===== src/rtl/fetch_pkg.sv =====
// Shared types and constants for the instruction fetch sequencer.
// Imported by the next-PC generator and the fetch_sequencer top.
package fetch_pkg;

    typedef enum logic [1:0] {
        BOOT = 2'd0,
        RUN  = 2'd1,
        HALT = 2'd2
    } fetch_state_t;

    // Next-PC source selected by the sequencer each cycle.
    typedef enum logic [1:0] {
        PC_HOLD  = 2'd0,
        PC_ADV   = 2'd1,
        PC_REDIR = 2'd2
    } pc_sel_t;

    localparam logic [31:0] INSTR_ECALL = 32'h0000_0073;
    localparam int          PC_INC      = 4;

endpackage


===== src/rtl/fetch_pc_gen.sv =====
// Combinational next-PC selection: word-aligned redirect target, sequential
// advance by one instruction, or hold; also flags a misaligned target.
module fetch_pc_gen
    import fetch_pkg::*;
#(
    parameter int ADDRESS_WIDTH = 20
) (
    input  logic [ADDRESS_WIDTH-1:0] pc,
    input  logic [ADDRESS_WIDTH-1:0] redir_target,
    input  pc_sel_t                  sel,
    output logic [ADDRESS_WIDTH-1:0] next_pc,
    output logic                     target_misaligned
);

    // NOTE: every output of a combinational block gets a default first so no
    // path through the case can leave it unassigned and infer a latch.
    always_comb begin
        next_pc = pc;
        unique case (sel)
            PC_REDIR: next_pc = {redir_target[ADDRESS_WIDTH-1:2], 2'b00};
            // Wraps modulo 2^ADDRESS_WIDTH by construction of the adder width.
            PC_ADV:   next_pc = pc + ADDRESS_WIDTH'(PC_INC);
            default:  next_pc = pc;
        endcase
    end

    assign target_misaligned = |redir_target[1:0];

endmodule


===== src/rtl/fetch_sequencer.sv =====
// Fetch stage: owns the PC, reads the external combinational ROM and registers
// {Instr, PC} into the IF/ID register with a valid/ready handshake to decode.
module fetch_sequencer
    import fetch_pkg::*;
#(
    parameter int                         ADDRESS_WIDTH = 20,
    parameter int                         DATA_WIDTH    = 8,
    parameter logic [ADDRESS_WIDTH-1:0]   RESET_PC      = '0
) (
    input  logic                         clk,
    input  logic                         rst,
    output logic [ADDRESS_WIDTH-1:0]     PC,
    input  logic [4*DATA_WIDTH-1:0]      Instr,
    output logic                         id_valid,
    input  logic                         id_ready,
    output logic [4*DATA_WIDTH-1:0]      id_instr,
    output logic [ADDRESS_WIDTH-1:0]     id_pc,
    input  logic                         redir_valid,
    input  logic [ADDRESS_WIDTH-1:0]     redir_target,
    output logic                         misalign_err,
    output logic                         halted
);

    localparam int IW = 4 * DATA_WIDTH;

    fetch_state_t             state, state_next;
    pc_sel_t                  pc_sel;
    logic [ADDRESS_WIDTH-1:0] pc_next;
    logic                     target_misaligned;
    logic                     load;
    logic                     capture;
    logic                     flush;
    logic                     drop;

    fetch_pc_gen #(
        .ADDRESS_WIDTH(ADDRESS_WIDTH)
    ) u_pc_gen (
        .pc               (PC),
        .redir_target     (redir_target),
        .sel              (pc_sel),
        .next_pc          (pc_next),
        .target_misaligned(target_misaligned)
    );

    // The IF/ID slot can take a new word when empty or being drained this cycle.
    assign load = ~id_valid | id_ready;

    always_comb begin
        state_next = state;
        pc_sel     = PC_HOLD;
        capture    = 1'b0;
        flush      = 1'b0;
        drop       = 1'b0;
        unique case (state)
            BOOT: state_next = RUN;
            RUN: begin
                // Redirect wins over both capture and ECALL detection.
                if (redir_valid) begin
                    pc_sel = PC_REDIR;
                    flush  = 1'b1;
                end else if (load) begin
                    pc_sel  = PC_ADV;
                    capture = 1'b1;
                    if (Instr == IW'(INSTR_ECALL)) begin
                        state_next = HALT;
                    end
                end
            end
            HALT: drop = id_valid & id_ready;
            default: state_next = BOOT;
        endcase
    end

    // NOTE: sequential state uses non-blocking assignments so every register
    // samples pre-edge values regardless of statement order.
    always_ff @(posedge clk or negedge rst) begin
        if (!rst) begin
            state <= BOOT;
            PC    <= RESET_PC;
        end else begin
            state <= state_next;
            PC    <= pc_next;
        end
    end

    always_ff @(posedge clk or negedge rst) begin
        if (!rst) begin
            id_valid <= 1'b0;
            id_instr <= '0;
            id_pc    <= '0;
        end else if (capture) begin
            id_valid <= 1'b1;
            id_instr <= Instr;
            id_pc    <= PC;
        end else if (flush || drop) begin
            id_valid <= 1'b0;
        end
    end

    assign misalign_err = (state == RUN) & redir_valid & target_misaligned;
    assign halted       = (state == HALT);

endmodule


===== config.mk =====
export PLATFORM = sky130hd
export DESIGN_NAME = fetch_sequencer
export DESIGN_NICKNAME = d
export VERILOG_FILES = /design/src/rtl/fetch_pkg.sv /design/src/rtl/fetch_pc_gen.sv /design/src/rtl/fetch_sequencer.sv
export SDC_FILE = /design/constraint.sdc
export NUM_CORES = 1
export LEC_CHECK = 0
export BUFFER_PORTS_ARGS = -buffer_cell sky130_fd_sc_hd__clkbuf_2
export CORE_MARGIN = 3
export CORE_UTILIZATION = 53
export DETAILED_ROUTE_END_ITERATION = 8
export PLACE_DENSITY = 0.86
export SLEW_MARGIN = 40
export SYNTH_ARGS = -nofsm -noshare
export SYNTH_HDL_FRONTEND = slang
export SYNTH_SLANG_ARGS = --single-unit

===== constraint.sdc =====
create_clock -name clk -period 5.3 [get_ports clk]
set_input_delay 0 -clock clk [delete_from_list [all_inputs] [get_ports clk]]
set_output_delay 0 -clock clk [all_outputs]
set_load 0.01 [all_outputs]

==> impl_metrics.csv <==
group,metric,value,unit
die,initial_core_util,55.7,%
synthesis,ys_warn_count,0,
worst_setup_path,cp_max_fo,27,
clock_tree,htreeDepth,3,
clock_tree,clk_pin_slew,0.08,ns
worst_setup_path,worstSetupEndpointType,"register",
drt,via_per_inst,5.68,
clock_tree,clockBufferDepth,2,
status,status,"finished clean",
synthesis,synthSimpleGateAreaFrac,14.4,%
cells_and_area,multi_input_area,1450,sq um
timing,finalCritPeriodShare,45.3,%
worst_setup_path,max_stage_delay,0.42,ns
synthesis,synth-seq-cells,71,
cells_and_area,register_area,1780,sq um
worst_setup_path,crit_family,"buffers and inverters",
timing,post-route-min-period,2.40,ns
worst_setup_path,critPathRequiredTime,5.55,ns
synthesis,synth_top_family_by_area,"multiplexers",
synthesis,synth_area,3380,sq um
drt,routedWlPerCell,17.7,um
placement,hpwl,5.94,mm
cells_and_area,nets,505,
cells_and_area,nFillCells,377,
drt,ant_nets,0,
die,die_w,85.8,um
cells_and_area,diodes,0,
synthesis,synth_compound_area_share,8.63,%
timing,fin_worst_skew,0.00811,ns
timing,drv_slew,0,
global_route,grt_pass1_wl,14.7,mm
clock_tree,clkLatencyLatePin,0.34,ns
die,rows,28,
worst_setup_path,crit_path_start_kind,"register",
timing,rsz0062_at_grt,"no",
timing,whs,0.0134,ns
drt,drt_iter0_drc,111,
timing,setup_violations,0,
die,io_pins,131,
worst_setup_path,worstPathCellList,"inv_1, nand2_1, nor3_4, ha_2, buf_4, clkinv_1, nor4b_1, a21oi_1, o21ai_0",
drt,drt-pass1-iter-count,4,
global_route,grt_pass1_vias,2903,
die,dieArea,7370,sq um
synthesis,avgSynthCellArea,12.1,sq um
placement,io_buffers,126,
worst_setup_path,crit_path_top_delay_cell,"nor4b_1",
cells_and_area,final_cell_mix,"clkbuf_2 (125), dfrtp_1 (71), dlygate4sd3_1 (43), mux2_2 (28), mux2_1 (21)",
global_route,grt_max_degree,72,
power_and_ir_drop,power.density,343,nW/um^2
clock_tree,clock_sinks,71,
timing,max_freq,417,MHz
timing,hold_violations,0,
clock_tree,cts_setup_buffers,0,
synthesis,synth_xor_area_share,0,%
global_route,antenna_found_initial,0,
cells_and_area,mostFrequentLayoutCell,"clkbuf_2",
synthesis,synth.area.mux_share,18.7,%
power_and_ir_drop,ir_worst_vdd,0.203,mV
hold_path,hp-class,"in -> reg",
drt,routed_wirelength,9.31,mm
power_and_ir_drop,leakagePower,2.15,nW
synthesis,synth_fa_ha_area_share,0.741,%
die,die_h,85.8,um
synthesis,synth_cell_types,48,
timing,worst_pin_slew,0.636,ns
cells_and_area,areaGrowthSynthToFinish,37.6,%
flow_run,cap_violations,0,
global_route,grt_overflow_total,0,
clock_tree,cts_tree,"done",
timing,max-slew-margin-rel,57.6,%
cells_and_area,drive_gt1_share,40.3,%
timing,fin_tns_setup,0,ns
worst_setup_path,worst_ep_arrival_time,2.65,ns
drt,drc,0,
global_route,grt.total_usage,25.4,%
worst_setup_path,path_class,"reg -> reg",
clock_tree,numCtsBuffers,9,
drt,num_vias,2991,
worst_setup_path,cp_num_buf_inv,3,
placement,gp_congestion,0.807,
synthesis,ys_seq_area_share,52.6,%
synthesis,syn_inst,280,
die,fp.coreArea,6060,sq um
clock_tree,cts-root-buf,"clkbuf_8",
==> registers in the layout (all words and copies together) (netlist names) <==
name	count
state	2
id_pc	18
id_instr	32
id_valid	1
PC	18
==> tightest hold or removal path, delay by kind of cell <==
family	cells	cell delay (ns)
AO/OA/AOI/OAI	2	0.20
buffers and inverters	2	0.12
==> path summary, 6_finish.rpt <==
check / startpoint / to / slack [ns] / depth (start not counted)
max: state[1] / PC[7] / 2.90 / 9
min reg2reg: state[1] / state[0] / 0.47 / 1
max in group asynchronous: rst / PC[13] / 4.64 / 2
min: id_ready / id_valid / 0.01 / 4
min in group asynchronous: rst / PC[10] / 0.23 / 2
max reg2reg: state[1] / PC[7] / 2.90 / 9
==> timing repair <==
action,CTS,global route
hold buffers,43,0
gates resized for setup,0,0
hold endpoints to repair,113,0
==> routing by layer <==
metal	global-route usage (%)	vias to the layer above	routed length (um)
li1	-	1361	-
met3	5.48	19	712
met2	41.8	150	4560
met5	0	-	0
met1	32.6	1461	3840
met4	10.5	0	201
==> area by class of cell <==
cell class              count  share of cell area, %
clock buffers              11                   3.26
clock inverters             5                   1.21
inverters                   9                  0.727
multi-input cells         185                   31.2
flip-flops and latches     71                   38.2
well taps                  75                   2.02
repair buffers            171                   23.3
==> per-stage QoR <==
stage	cells	setup slack, ns	util [%]	cell area [sq um]	power, W
floorplan	283	3.10	-	3390	0.000945
global placement	468	2.72	66.0	4000	0.00111
detailed placement	468	2.97	66.1	4010	0.00113
CTS	527	2.94	76.7	4650	0.00160
global route	527	2.69	76.7	4650	0.00168
finish	527	2.90	76.7	4650	0.00160
==> cell families (layout without fill, tap and decap cells) <==
kind of cell    Yosys count  in the layout
simple gates             80             80
mux                      57             57
compound gates           42             42
fa+ha+maj                 2              2
buf+inv                  27            196
flops                    71             71
other cells               1              4
==> where the power goes <==
part | leakage [nW] | switching [W] | internal (W)
clock | 0.105 | 0.000207 | 0.000242
sequential | 0.830 | 0.000102 | 0.000640
combinational | 1.22 | 0.000205 | 0.000199
total | 2.15 | 0.000514 | 0.00108
==> cells in the mapped netlist, drive strengths merged <==
cell	count	share of area (%)
a21o	1	0.22
a21oi	12	1.8
a221o	4	1.2
a221oi	1	0.44
a22o	1	0.26
a22oi	3	0.67
a311o	1	0.30
a311oi	1	0.26
a31o	1	0.26
a31oi	3	0.56
and3	1	0.19
and4	1	0.26
and4b	2	0.59
buf	16	3.6
clkbuf	2	0.22
clkinv	1	0.11
conb	1	0.11
dfrtp	71	53
ha	2	0.74
inv	8	0.89
mux2	49	16
mux2i	8	2.4
nand2	12	1.3
nand2b	3	0.56
nand3	7	1.4
nand3b	1	0.22
nand4	9	1.9
nand4b	2	0.52
nor2	16	1.9
nor2b	3	0.56
nor3	9	1.8
nor4	9	2.0
nor4b	2	0.52
nor4bb	1	0.30
o21a	1	0.22
o21ai	8	1.2
o22a	5	1.3
or3	2	0.37
(Power assumes the default switching activity.)
